===== src/rtl/store_commit_arbiter.sv =====
// store_commit_arbiter
//
// Purpose:
//   Holds stores released by retire in a small circular buffer. Drains them
//   in retire order to the single data-memory port, and shares that port with
//   load requests from the LSQ issue path. A load that hits the same
//   doubleword as any buffered store is held back until that store has gone
//   out. Loads may overtake waiting stores for at most STARVE_LIMIT
//   consecutive issues. drain_req (fence/halt) flushes the buffer and blocks
//   new loads.
//
// Ports:
//   clk        in   clock, all state on the rising edge
//   reset      in   asynchronous, active-low; clears all state while 0
//   st_valid   in   retired store this cycle
//   st_addr    in   store byte address
//   st_data    in   store data, LSB-aligned
//   st_size    in   store bytes (1, 2, 4, 8)
//   full       out  buffer holds DEPTH entries (retire stall source)
//   count      out  occupied entries
//   ld_req     in   load wants the port; held with ld_addr/ld_size until ld_grant
//   ld_addr    in   load address
//   ld_size    in   load bytes
//   ld_grant   out  one-cycle pulse when the load's transaction completes
//   mem_req    out  transaction valid
//   mem_we     out  1 = store, 0 = load
//   mem_addr   out  transaction address
//   mem_wdata  out  store data, 0 for loads
//   mem_size   out  transaction bytes
//   mem_ack    in   memory accepted/completed the current transaction
//   drain_req  in   flush request: empty the buffer, issue no new loads
//   drained    out  drain_req with buffer empty and FSM idle
module store_commit_arbiter #(
    parameter int DEPTH        = 4,
    parameter int ADDR_W       = 64,
    parameter int DATA_W       = 64,
    parameter int STARVE_LIMIT = 4
) (
    input  logic                       clk,
    input  logic                       reset,
    input  logic                       st_valid,
    input  logic [ADDR_W-1:0]          st_addr,
    input  logic [DATA_W-1:0]          st_data,
    input  logic [3:0]                 st_size,
    output logic                       full,
    output logic [$clog2(DEPTH+1)-1:0] count,
    input  logic                       ld_req,
    input  logic [ADDR_W-1:0]          ld_addr,
    input  logic [3:0]                 ld_size,
    output logic                       ld_grant,
    output logic                       mem_req,
    output logic                       mem_we,
    output logic [ADDR_W-1:0]          mem_addr,
    output logic [DATA_W-1:0]          mem_wdata,
    output logic [3:0]                 mem_size,
    input  logic                       mem_ack,
    input  logic                       drain_req,
    output logic                       drained
);

    localparam int PTR_W = $clog2(DEPTH);
    localparam int CNT_W = $clog2(DEPTH + 1);
    localparam int STV_W = $clog2(STARVE_LIMIT + 1);

    typedef enum logic [1:0] {
        IDLE    = 2'd0,
        ST_BUSY = 2'd1,
        LD_BUSY = 2'd2
    } state_t;

    state_t             state_q, state_d;
    logic [PTR_W-1:0]   head_q, head_d;
    logic [PTR_W-1:0]   tail_q, tail_d;
    logic [CNT_W-1:0]   count_q, count_d;
    logic [STV_W-1:0]   starve_q, starve_d;

    // Buffer payload. Validity comes from head/count, so the payload itself
    // needs no reset.
    logic [ADDR_W-1:0]  buf_addr_q [DEPTH];
    logic [DATA_W-1:0]  buf_data_q [DEPTH];
    logic [3:0]         buf_size_q [DEPTH];

    logic               mem_we_q;
    logic [ADDR_W-1:0]  mem_addr_q;
    logic [DATA_W-1:0]  mem_wdata_q;
    logic [3:0]         mem_size_q;

    logic               push;
    logic               pop;
    logic               load_st;
    logic               load_ld;
    logic               alias_hit;
    logic               has_entries;
    logic               starved;
    logic [PTR_W-1:0]   offs;

    assign full        = (count_q == CNT_W'(DEPTH));
    assign has_entries = (count_q != '0);
    assign starved     = (starve_q == STV_W'(STARVE_LIMIT));
    // A store arriving while full is dropped; retire is stalled by full.
    assign push        = st_valid && !full;

    // Doubleword alias check against every occupied slot. An entry is
    // occupied when its distance from head (mod DEPTH) is below count.
    always_comb begin
        alias_hit = 1'b0;
        offs      = '0;
        for (int i = 0; i < DEPTH; i++) begin
            offs = PTR_W'(i) - head_q;
            if ((CNT_W'(offs) < count_q) &&
                (buf_addr_q[i][ADDR_W-1:3] == ld_addr[ADDR_W-1:3])) begin
                alias_hit = 1'b1;
            end
        end
    end

    // Next-state and transaction selection.
    always_comb begin
        state_d  = state_q;
        starve_d = starve_q;
        load_st  = 1'b0;
        load_ld  = 1'b0;
        pop      = 1'b0;
        unique case (state_q)
            IDLE: begin
                if (has_entries && (full || drain_req || starved)) begin
                    state_d  = ST_BUSY;
                    starve_d = '0;
                    load_st  = 1'b1;
                end else if (ld_req && !drain_req && !alias_hit) begin
                    state_d = LD_BUSY;
                    load_ld = 1'b1;
                    // Only loads that bypass waiting stores count toward starvation.
                    if (has_entries) begin
                        starve_d = starve_q + STV_W'(1);
                    end
                end else if (has_entries) begin
                    state_d  = ST_BUSY;
                    starve_d = '0;
                    load_st  = 1'b1;
                end
            end
            ST_BUSY: begin
                if (mem_ack) begin
                    state_d = IDLE;
                    pop     = 1'b1;
                end
            end
            LD_BUSY: begin
                if (mem_ack) begin
                    state_d = IDLE;
                end
            end
            default: begin
                state_d = IDLE;
            end
        endcase
    end

    // Pointer and occupancy update.
    always_comb begin
        head_d  = head_q + PTR_W'(pop);
        tail_d  = tail_q + PTR_W'(push);
        count_d = count_q;
        unique case ({push, pop})
            2'b10:   count_d = count_q + CNT_W'(1);
            2'b01:   count_d = count_q - CNT_W'(1);
            default: count_d = count_q;
        endcase
    end

    always_ff @(posedge clk or negedge reset) begin
        if (!reset) begin
            state_q  <= IDLE;
            head_q   <= '0;
            tail_q   <= '0;
            count_q  <= '0;
            starve_q <= '0;
        end else begin
            state_q  <= state_d;
            head_q   <= head_d;
            tail_q   <= tail_d;
            count_q  <= count_d;
            starve_q <= starve_d;
        end
    end

    always_ff @(posedge clk) begin
        if (push) begin
            buf_addr_q[tail_q] <= st_addr;
            buf_data_q[tail_q] <= st_data;
            buf_size_q[tail_q] <= st_size;
        end
    end

    // Transaction fields are captured when the FSM leaves IDLE and held
    // until the ack; they return to zero once the transaction ends.
    always_ff @(posedge clk or negedge reset) begin
        if (!reset) begin
            mem_we_q    <= 1'b0;
            mem_addr_q  <= '0;
            mem_wdata_q <= '0;
            mem_size_q  <= '0;
        end else if (load_st) begin
            mem_we_q    <= 1'b1;
            mem_addr_q  <= buf_addr_q[head_q];
            mem_wdata_q <= buf_data_q[head_q];
            mem_size_q  <= buf_size_q[head_q];
        end else if (load_ld) begin
            mem_we_q    <= 1'b0;
            mem_addr_q  <= ld_addr;
            mem_wdata_q <= '0;
            mem_size_q  <= ld_size;
        end else if ((state_q != IDLE) && mem_ack) begin
            mem_we_q    <= 1'b0;
            mem_addr_q  <= '0;
            mem_wdata_q <= '0;
            mem_size_q  <= '0;
        end
    end

    assign count     = count_q;
    assign mem_req   = (state_q != IDLE);
    assign mem_we    = mem_we_q;
    assign mem_addr  = mem_addr_q;
    assign mem_wdata = mem_wdata_q;
    assign mem_size  = mem_size_q;
    assign ld_grant  = (state_q == LD_BUSY) && mem_ack;
    // Gated by reset so every output reads 0 while reset is held.
    assign drained   = reset && drain_req && !has_entries && (state_q == IDLE);

endmodule

===== config.mk =====
export PLATFORM = sky130hd
export DESIGN_NAME = store_commit_arbiter
export DESIGN_NICKNAME = d
export VERILOG_FILES = /design/src/rtl/store_commit_arbiter.sv
export SDC_FILE = /design/constraint.sdc
export NUM_CORES = 1
export LEC_CHECK = 0
export BUFFER_PORTS_ARGS = -buffer_cell sky130_fd_sc_hd__buf_4
export CAP_MARGIN = 15
export CORE_AREA = 2 2 263 265
export CTS_CLUSTER_DIAMETER = 50
export DETAILED_ROUTE_END_ITERATION = 8
export DIE_AREA = 0 0 265 267
export GPL_ROUTABILITY_DRIVEN = 1
export PLACE_DENSITY = 0.67
export SKIP_CTS_REPAIR_TIMING = 1
export SLEW_MARGIN = 15
export SYNTH_ARGS = -nofsm -noshare
export SYNTH_HDL_FRONTEND = slang
export SYNTH_SLANG_ARGS = --single-unit

===== constraint.sdc =====
create_clock -name clk -period 23.6 [get_ports clk]
set_input_delay 4.72 -clock clk [delete_from_list [all_inputs] [get_ports clk]]
set_output_delay 4.72 -clock clk [all_outputs]
set_load 0.005 [all_outputs]

=== After elaboration in Yosys (flattened, before gate mapping) ===
Memory sizes are Yosys's and may differ from the RTL's.
Index checks and enable logic that the tools add are counted.

* $add $sub $neg: 9
* Magnitude comparators: 4
* Eq/ne operators: 12
* Multiplexer cells: 36
* Reductions and logical operators: 28

{| class="wikitable"
|+ Operators by type and width
! kind !! number
|-
| 2-to-1 mux 64 bit || 5
|-
| == test 61 bit || 4
|-
| 2-to-1 mux 1 bit || 18
|-
| logical AND 1 bit || 13
|-
| < comparator 2 x 3 -> 1 bit || 4
|-
| 2-to-1 mux 3 bit || 4
|-
| 2-to-1 mux 4 bit || 3
|-
| 2-to-1 mux 2 bit || 4
|-
| adder 3 x 1 -> 3 bit (second input constant) || 2
|-
| == test 3 bit (second input constant) || 2
|-
| case mux 3 bit (2 select lines) || 1
|-
| nonzero test 2 bit || 3
|-
| nonzero test 3 bit || 2
|-
| adder 2 x 1 -> 2 bit || 2
|-
| == test 2 x 1 -> 1 bit (second input constant) || 2
|-
| == test 2 bit (second input constant) || 2
|-
| zero test 1 bit || 4
|-
| != test 4 bit (second input constant) || 1
|-
| case mux 2 bit (2 select lines) || 1
|-
| AND reduction 2 bit || 2
|-
| subtractor 1 x 2 -> 2 bit (first input constant) || 2
|-
| subtractor 2 bit (first input constant) || 2
|-
| subtractor 3 x 1 -> 3 bit (second input constant) || 1
|-
| zero test 2 bit || 1
|-
| other kinds (3) || 4
|}

* Register bits: 145
* Memory bits (writable): 528
* Bits of input ports: 206
* Logic and storage cells: 101
* Memories kept: 3

{| class="wikitable"
|+ Memory list
! memory !! depth !! bits a word !! read ports !! clocked after memory_dff !! wr ports !! line !! text
|-
| buf_addr_q || 4 || 64 || 5 || 0 || 1 || 79 || <nowiki>logic [ADDR_W-1:0] buf_addr_q [DEPTH];</nowiki>
|-
| buf_data_q || 4 || 64 || 1 || 0 || 1 || 80 || <nowiki>logic [DATA_W-1:0] buf_data_q [DEPTH];</nowiki>
|-
| buf_size_q || 4 || 4 || 1 || 0 || 1 || 81 || <nowiki>logic [3:0] buf_size_q [DEPTH];</nowiki>
|}

=== Logic depth before layout (Yosys ltp) ===
Gate-level depths: netlist of run 1.

* Word-level depth: 14
* Gate-level depth with buffers: 15
* Mapped depth without buffers: 9

=== Least setup slack after synthesis of run 1 ===
Ideal clock, no wire load.

* Path type: input -> register
* Start point: input st_valid
* End point: memory buf_addr_q[1][0], enable pin
* Setup time: 0.812 ns
* Arrival: 14.406 ns
* Path slack: 8.382 ns
* Cell stages on the path: 2
* Buffers on the path: 0
* Cell sequence: nand2b_1 > nor3b_1

* Cells in the longest elaborated chain, start to end: 3

{| class="wikitable"
|+ Ends and longest elaborated chain
! item !! line !! text
|-
| start, declared || 41 || <nowiki>input logic st_valid,</nowiki>
|-
| logical AND 1 bit || 101 || <nowiki>assign push = st_valid && !full;</nowiki>
|-
| 2-to-1 mux 1 bit || 189 || <nowiki>if (push) begin</nowiki>
|-
| 2-to-1 mux 1 bit (not written as such) || 190 || <nowiki>buf_addr_q[tail_q] <= st_addr;</nowiki>
|-
| end, declared || 79 ||
|}

No other way between the ends.

=== Worst setup path after layout of run 1 ===
* Start point: input reset
* End point: output drained

* Cells in the longest elaborated chain, start to end: 3

{| class="wikitable"
|+ Ends and longest elaborated chain
! item !! line !! text
|-
| start, declared || 40 || <nowiki>input logic reset,</nowiki>
|-
| logical AND 1 bit (3 in series) || 230 || <nowiki>assign drained = reset && drain_req && !has_entries && (state_q == IDLE);</nowiki>
|-
| end, declared || 58 || <nowiki>output logic drained</nowiki>
|}

No other way between the ends.

==> qor.yml, run 1 <==
post-route-min-period_ns: 10.21
critical_path.max_fanout: 27
grt-ovfl-total: 0
grt_pass1_wl_um: 133000
timing.final.hold_violations: 0
worst_ep_arrival_time_ns: 5.49
detailedRoute.firstIterationViolations: 1842
dieWidth_um: 265
post-place-ws_ns: 13.38
detail_route.drc_violations: 0
setup_violations: 0
die-area_um2: 70800
top_signal_layer_used: "met5"
std_cell_rows: 96
worst_ep_required_time_ns: 18.88
synth.yosys.warnings: 0
post_synth_edffs: 528
final-max-slew-violation-count: 0
hold_path_class: "register to register"
last_weighted_congestion_value_of_the_routability_driven_placer: 1.03
rr_startpoint: "buf_addr_q[2][56]"
vdd_ir_drop_max_mv: 0.0759
synthesis.nets: 2120
ys_ff_latch: 673
h-tree-depth: 3
status: "completed"
synth_cell_types: 53
final.setup_skew_ns: 0.0355
wl_per_cell_um: 29.7
postSynth.topFlopCell: "sky130_fd_sc_hd__edfxtp_1"
drive_gt1_share_pct: 34.6
clk_latency_ns: 0.65
hold_end: "mem_wdata[14]"
cpMaxStageDelayCell: "sky130_fd_sc_hd__buf_6"
drt_pass1_iterations: 5
placedInstanceArea_um2: 33400
place.detailed.hpwl_um: 60400
worst_slack_ns: 13.39
antenna_left: 0
dr_wl_met3_um: 8020
fin_tns_setup_ns: 0
setup.worst_path.start_class: "primary input"
boundaryPins: 346
wirelength_met1_um: 36000
cts.path.max_buffers: 3
route.detailed.vias_per_inst: 6.11
wirelength_um: 92500
relSlewSlack_pct: 25.2
synth-seq-area-share_pct: 64.2
syn_avg_cell_area_um2: 16.0
fillerInstances: 5573
fin_area_um2: 36500
power.static_leakage_nw: 12.7
cts.sink_count: 673
crit_path_capture_type: "output port"
grt_pass1_vias: 19000
rsz0062_at_grt: "false"
floorplan.core_area_um2: 68000
pin_count_of_the_biggest_net_entering_global_routing: 116
whs_ns: 0.534
antenna_found_initial: 14
share_of_the_clock_period_used_by_the_worst_path_after_layout_pct: 43.3
gr-usage-all-layers_pct: 26.0
synth.cell_area_um2: 30400
reg2reg_setup_slack_ns: 18.88
cts_root_buf: "sky130_fd_sc_hd__clkbuf_16"
synth_cells: 1901
crit_path_max_incr_delay_ns: 0.28
fin_nets: 2375
starting_utilization_of_the_core_area_pct: 44.7
post-layout-total-power_mw: 4.82
worstRegToRegCells: 10
worst_hold_startpoint: "mem_wdata[14]"
async_reset_ff_share_pct: 21.5
max_cap_viol_count: 0
ff_to_ff_end: "mem_addr[60]"
area.growth.synth_to_final_pct: 20.1
path_class: "primary input to output port"
cts_tree: "done"
die_h_um: 267
vias_after_detailed_routing: 19000
io_buffer_count: 345
tightest_slew_ns: 1.12
clk_pin_slew_worst_paths_ns: 0.06
power_density_normalized_to_cell_area_nw_per_um2: 132
max_freq_ghz: 0.0979
numCtsBuffers: 84
cp_cell_sequence: "buf_6 -> nand3_1 -> nor2_1 -> buf_4"
worstHoldPathCells: 2
route.met2.wl_um: 45500
==> cell usage after synthesis (2+ instances only) <==
library cell | count | area (um2)
sky130_fd_sc_hd__nand2b_1 | 2 | 12.5
sky130_fd_sc_hd__ha_1 | 12 | 150
sky130_fd_sc_hd__a211oi_1 | 17 | 128
sky130_fd_sc_hd__edfxtp_1 | 528 | 15900
sky130_fd_sc_hd__a211oi_2 | 52 | 651
sky130_fd_sc_hd__nor4_1 | 46 | 288
sky130_fd_sc_hd__o311ai_0 | 67 | 587
sky130_fd_sc_hd__buf_1 | 4 | 15.0
sky130_fd_sc_hd__buf_4 | 2 | 15.0
sky130_fd_sc_hd__buf_2 | 25 | 125
sky130_fd_sc_hd__and3_1 | 2 | 12.5
sky130_fd_sc_hd__nand2_1 | 9 | 33.8
sky130_fd_sc_hd__a21oi_1 | 5 | 25.0
sky130_fd_sc_hd__nand4_1 | 94 | 588
sky130_fd_sc_hd__nor3_1 | 6 | 30.0
sky130_fd_sc_hd__o211ai_1 | 65 | 488
sky130_fd_sc_hd__a31oi_1 | 68 | 425
sky130_fd_sc_hd__and2_1 | 2 | 12.5
sky130_fd_sc_hd__o21ai_0 | 8 | 40.0
sky130_fd_sc_hd__buf_6 | 14 | 158
sky130_fd_sc_hd__dfrtp_1 | 145 | 3630
sky130_fd_sc_hd__o31ai_2 | 49 | 613
sky130_fd_sc_hd__clkbuf_1 | 159 | 597
sky130_fd_sc_hd__nand3_1 | 5 | 25.0
sky130_fd_sc_hd__mux4_2 | 132 | 2970
sky130_fd_sc_hd__o31ai_1 | 16 | 120
sky130_fd_sc_hd__xnor2_1 | 70 | 613
sky130_fd_sc_hd__xor2_1 | 174 | 1520
sky130_fd_sc_hd__inv_1 | 82 | 308
sky130_fd_sc_hd__o22ai_1 | 4 | 25.0
sky130_fd_sc_hd__nor2_1 | 12 | 45.0
sky130_fd_sc_hd__buf_8 | 4 | 60.1
==> through the flow <==
| stage | util [%] | std cells |
|---|---|---|
| floorplan | - | 1901 |
| global placement | 49.2 | 2951 |
| detailed placement | 49.2 | 2951 |
| CTS | 53.6 | 3109 |
| global route | 53.6 | 3113 |
| finish | 53.6 | 3114 |
==> cells in the final DEF, fill, tap and decap left out, types with 9 or more instances in the layout <==
cell,n
sky130_fd_sc_hd__inv_1,82
sky130_fd_sc_hd__a211oi_1,17
sky130_fd_sc_hd__o311ai_0,67
sky130_fd_sc_hd__o211ai_1,65
sky130_fd_sc_hd__o31ai_2,49
sky130_fd_sc_hd__nand4_1,94
sky130_fd_sc_hd__dfrtp_1,143
sky130_fd_sc_hd__a211oi_2,51
sky130_fd_sc_hd__clkbuf_1,15
sky130_fd_sc_hd__ha_1,11
sky130_fd_sc_hd__edfxtp_1,528
sky130_fd_sc_hd__buf_4,374
sky130_fd_sc_hd__a31oi_1,68
sky130_fd_sc_hd__clkbuf_8,10
sky130_fd_sc_hd__mux4_2,132
sky130_fd_sc_hd__xor2_1,174
sky130_fd_sc_hd__nor2_1,9
sky130_fd_sc_hd__xnor2_1,70
sky130_fd_sc_hd__nor4_1,46
sky130_fd_sc_hd__clkinv_2,13
sky130_fd_sc_hd__clkbuf_16,85
sky130_fd_sc_hd__o31ai_1,15
==> routing by layer <==
layer / track usage [%] / up-vias
met5: 0 / -
met4: 8.41 / 20
met3: 6.61 / 146
met2: 42.9 / 877
met1: 33.7 / 9918
li1: - / 8077
==> sequential cells by signal (all words and copies together), names as in the netlist <==
register    flops
state_q         2
buf_size_q     16
head_q          2
mem_wdata      64
mem_addr       64
buf_data_q    256
mem_size        4
buf_addr_q    256
count           3
mem_we          1
starve_q        3
tail_q          2
==> logic make-up (layout without fill, tap and decap cells) <==
family,after synthesis,in the layout,share of synthesized area [%]
buffers and inverters,293,620,4.25
multiplexers,133,133,9.83
AND/OR/NAND/NOR,185,185,3.65
XOR/XNOR,244,244,7.04
adder cells (fa/ha/maj),13,13,0.561
other,0,4,0
AO/OA/AOI/OAI,360,360,10.5
flip-flops,673,673,64.2
==> layout make-up <==
| class | instances | area, um2 | area share (%) |
|---|---|---|---|
| Clock buffer | 110 | 2320 | 6.37 |
| Clock inverter | 48 | 644 | 1.77 |
| Antenna cell | 4 | 10.0 | 0.0275 |
| Inverter | 84 | 315 | 0.865 |
| Multi-Input combinational cell | 935 | 9680 | 26.6 |
| Timing Repair Buffer | 378 | 2890 | 7.92 |
| Sequential cell | 673 | 19500 | 53.5 |
| Tap cell | 882 | 1100 | 3.03 |
==> worst max-delay path by stage <==
stage	from	to	slack, ns	cells past startpoint
finish	reset	drained	13.39	4
global placement	reset	drained	13.33	4
detailed placement	reset	drained	13.38	4
floorplan	st_valid	buf_addr_q[1][0]	8.38	2
global route	reset	drained	13.34	4
CTS	reset	drained	13.38	4
==> where the power goes <==
group	internal (mW)	switching, mW	leakage [nW]
registers	1.62	0.161	6.60
logic	0.694	1.01	4.71
clock network	0.799	0.538	1.44
total	3.11	1.71	12.7
==> worst max-delay path: cells and delay by family <==
| kind | cells | cell delay [ns] |
|---|---|---|
| and+or+nand+nor | 2 | 0.31 |
| buffers and inverters | 2 | 0.42 |
Note: power is estimated with default switching activity, not from simulation.
==> run 2: changes to the inputs <==
==> constraint.sdc (replaced) <==
create_clock -name clk -period 10.5 [get_ports clk]
set_input_delay 2.1 -clock clk [delete_from_list [all_inputs] [get_ports clk]]
set_output_delay 2.1 -clock clk [all_outputs]
set_load 0.005 [all_outputs]
==> qor.yml, run 2 (synthesis results as in run 1) <==
std_cell_rows: 96
fin_nets: 2377
starting_utilization_of_the_core_area_pct: 44.7
gr-usage-all-layers_pct: 26.4
grt_pass1_wl_um: 136000
final-max-slew-violation-count: 0
reg2reg_setup_slack_ns: 5.52
rr_startpoint: "head_q[0]"
commonest_cells_after_routing_fill_and_taps_aside: "528 x sky130_fd_sc_hd__edfxtp_1, 377 x sky130_fd_sc_hd__buf_4, 174 x sky130_fd_sc_hd__xor2_1"
max_freq_ghz: 0.173
critical_path.max_fanout: 73
wirelength_um: 93600
worst_ep_arrival_time_ns: 6.34
worstHoldPathCells: 2
pin_count_of_the_biggest_net_entering_global_routing: 96
post-route-min-period_ns: 5.79
grt_pass1_vias: 19700
floorplan.core_area_um2: 68000
vdd_ir_drop_max_mv: 0.226
place.detailed.hpwl_um: 61900
cpMaxStageDelayCell: "sky130_fd_sc_hd__buf_4"
power_frac_clock_pct: 27.0
switching_share_pct: 35.9
rsz0062_at_grt: "false"
largestRegisters: "buf_addr_q (256), buf_data_q (256)"
h-tree-depth: 3
drive_gt1_share_pct: 34.4
clk_pin_slew_worst_paths_ns: 0.06
route.detailed.vias_per_inst: 6.13
worstRegToRegCells: 11
relSlewSlack_pct: 27.6
leading_cell_type_in_the_layout_fill_and_taps_excluded: "sky130_fd_sc_hd__edfxtp_1"
crit_path_max_incr_delay_ns: 0.86
vias_after_detailed_routing: 19100
dieWidth_um: 265
antenna_found_initial: 8
status: "completed"
ff_to_ff_end: "mem_addr[7]"
hold_path_class: "register to register"
setup_violations: 0
post-route-util_pct: 53.4
path_class: "primary input to register"
tightest_slew_ns: 1.09
setup.worst_path.start_class: "primary input"
placedInstanceArea_um2: 33500
cp_cell_sequence: "buf_4 -> xor2_1 -> nor4_1 -> nand4_1 -> nor4_1 -> nand4_1 -> nand4_4 -> buf_4 -> buf_4 -> o311ai_0 -> a31oi_1"
drt_pass1_iterations: 6
power.static_leakage_nw: 12.7
cts_tree: "done"
crit_path_capture_type: "register"
clk_latency_ns: 0.65
power_density_normalized_to_cell_area_nw_per_um2: 297
grt-ovfl-total: 0
die_h_um: 267
internal_power_mw: 6.91
detail_route.drc_violations: 0
cts.sink_count: 673
worst_hold_startpoint: "state_q[1]"
share_of_the_clock_period_used_by_the_worst_path_after_layout_pct: 55.2
post-layout-total-power_mw: 10.8
numCtsBuffers: 84
hold_end: "state_q[1]"
cts_root_buf: "sky130_fd_sc_hd__clkbuf_16"
share_seq_of_total_power_pct: 37.7
fin_tns_setup_ns: 0
antenna_left: 0
die-area_um2: 70800
wl_per_cell_um: 30.1
area.growth.synth_to_final_pct: 19.6
final.setup_skew_ns: 0.0479
critical_path.most_common_cell: "sky130_fd_sc_hd__buf_4"
multiInputGateArea_um2: 9690
fillerInstances: 5525
timing.final.hold_violations: 0
last_weighted_congestion_value_of_the_routability_driven_placer: 1.02
fin_area_um2: 36300
final-seq-area_um2: 19500
max_cap_viol_count: 0
boundaryPins: 346
io_buffer_count: 345
cts.path.max_buffers: 3
detailedRoute.firstIterationViolations: 1827
worst_ep_required_time_ns: 11.04
power.combinational.fraction_pct: 35.3
netSwitchingPower_mw: 3.86
==> run 2: cell count changes in the layout (fill, tap and decap cells not counted), sizes merged <==
| cell | before | now |
|---|---|---|
| clkbuf | 110 | 100 |
| inv | 94 | 99 |
| clkinv | 27 | 31 |
| diode | 4 | 1 |
| buf | 378 | 380 |
| bufinv | 8 | 7 |
==> run 2: worst max path at each step <==
stage	slack, ns	depth (start not counted)	from	to
after CTS	4.82	11	ld_addr[56]	mem_addr[7]
after floorplan	2.02	4	st_valid	buf_addr_q[2][0]
after global placement	4.21	11	ld_addr[56]	mem_addr[9]
after global routing	4.53	11	ld_addr[45]	mem_addr[56]
after detailed placement	4.19	11	ld_addr[56]	mem_size[2]
final	4.71	11	ld_addr[45]	mem_addr[7]
==> run 2: final cells by class <==
type | count | area share (%)
flip-flops and latches | 673 | 53.7
multi-input cells | 935 | 26.7
repair buffers | 380 | 7.94
clock buffers | 100 | 6.06
well taps | 882 | 3.04
clock inverters | 56 | 1.72
inverters | 84 | 0.868
diodes | 1 | 0.00689
==> run 2: worst max-delay path: cells and delay by family <==
kind / cells / cell delay, ns
xor+xnor: 1 / 0.25
simple gates: 5 / 1.69
buf+inv: 3 / 1.71
compound gates: 2 / 0.52
==> run 2: power groups by stage <==
stage / clock network (mW) / logic, mW / registers, mW
after floorplan: 0 / 2.44 / 4.00
after global placement: 0 / 3.74 / 4.09
after detailed placement: 0 / 3.81 / 4.11
after CTS: 2.96 / 3.82 / 4.07
after global routing: 3.06 / 4.05 / 4.14
final: 2.91 / 3.80 / 4.06
==> run 2: stage by stage <==
step | hold WS (ns) | worst slack, ns | cells
4_1_cts | 0.539 | 4.82 | 3110
2_1_floorplan | 0.475 | 2.02 | 1901
3_3_place_gp | 0.495 | 4.21 | 2953
5_1_grt | 0.568 | 4.53 | 3111
3_5_place_dp | 0.526 | 4.19 | 2954
6_report | 0.539 | 4.71 | 3111
==> run 2: per-layer routing <==
layer  GRT usage [%]  vias to the layer above  share of wire, %
met5               0                        -             0.097
met3            5.75                      148               8.4
li1                -                     8076                 -
met2            45.4                      875                51
met1            33.7                     9956                38
met4            7.76                       14               2.6
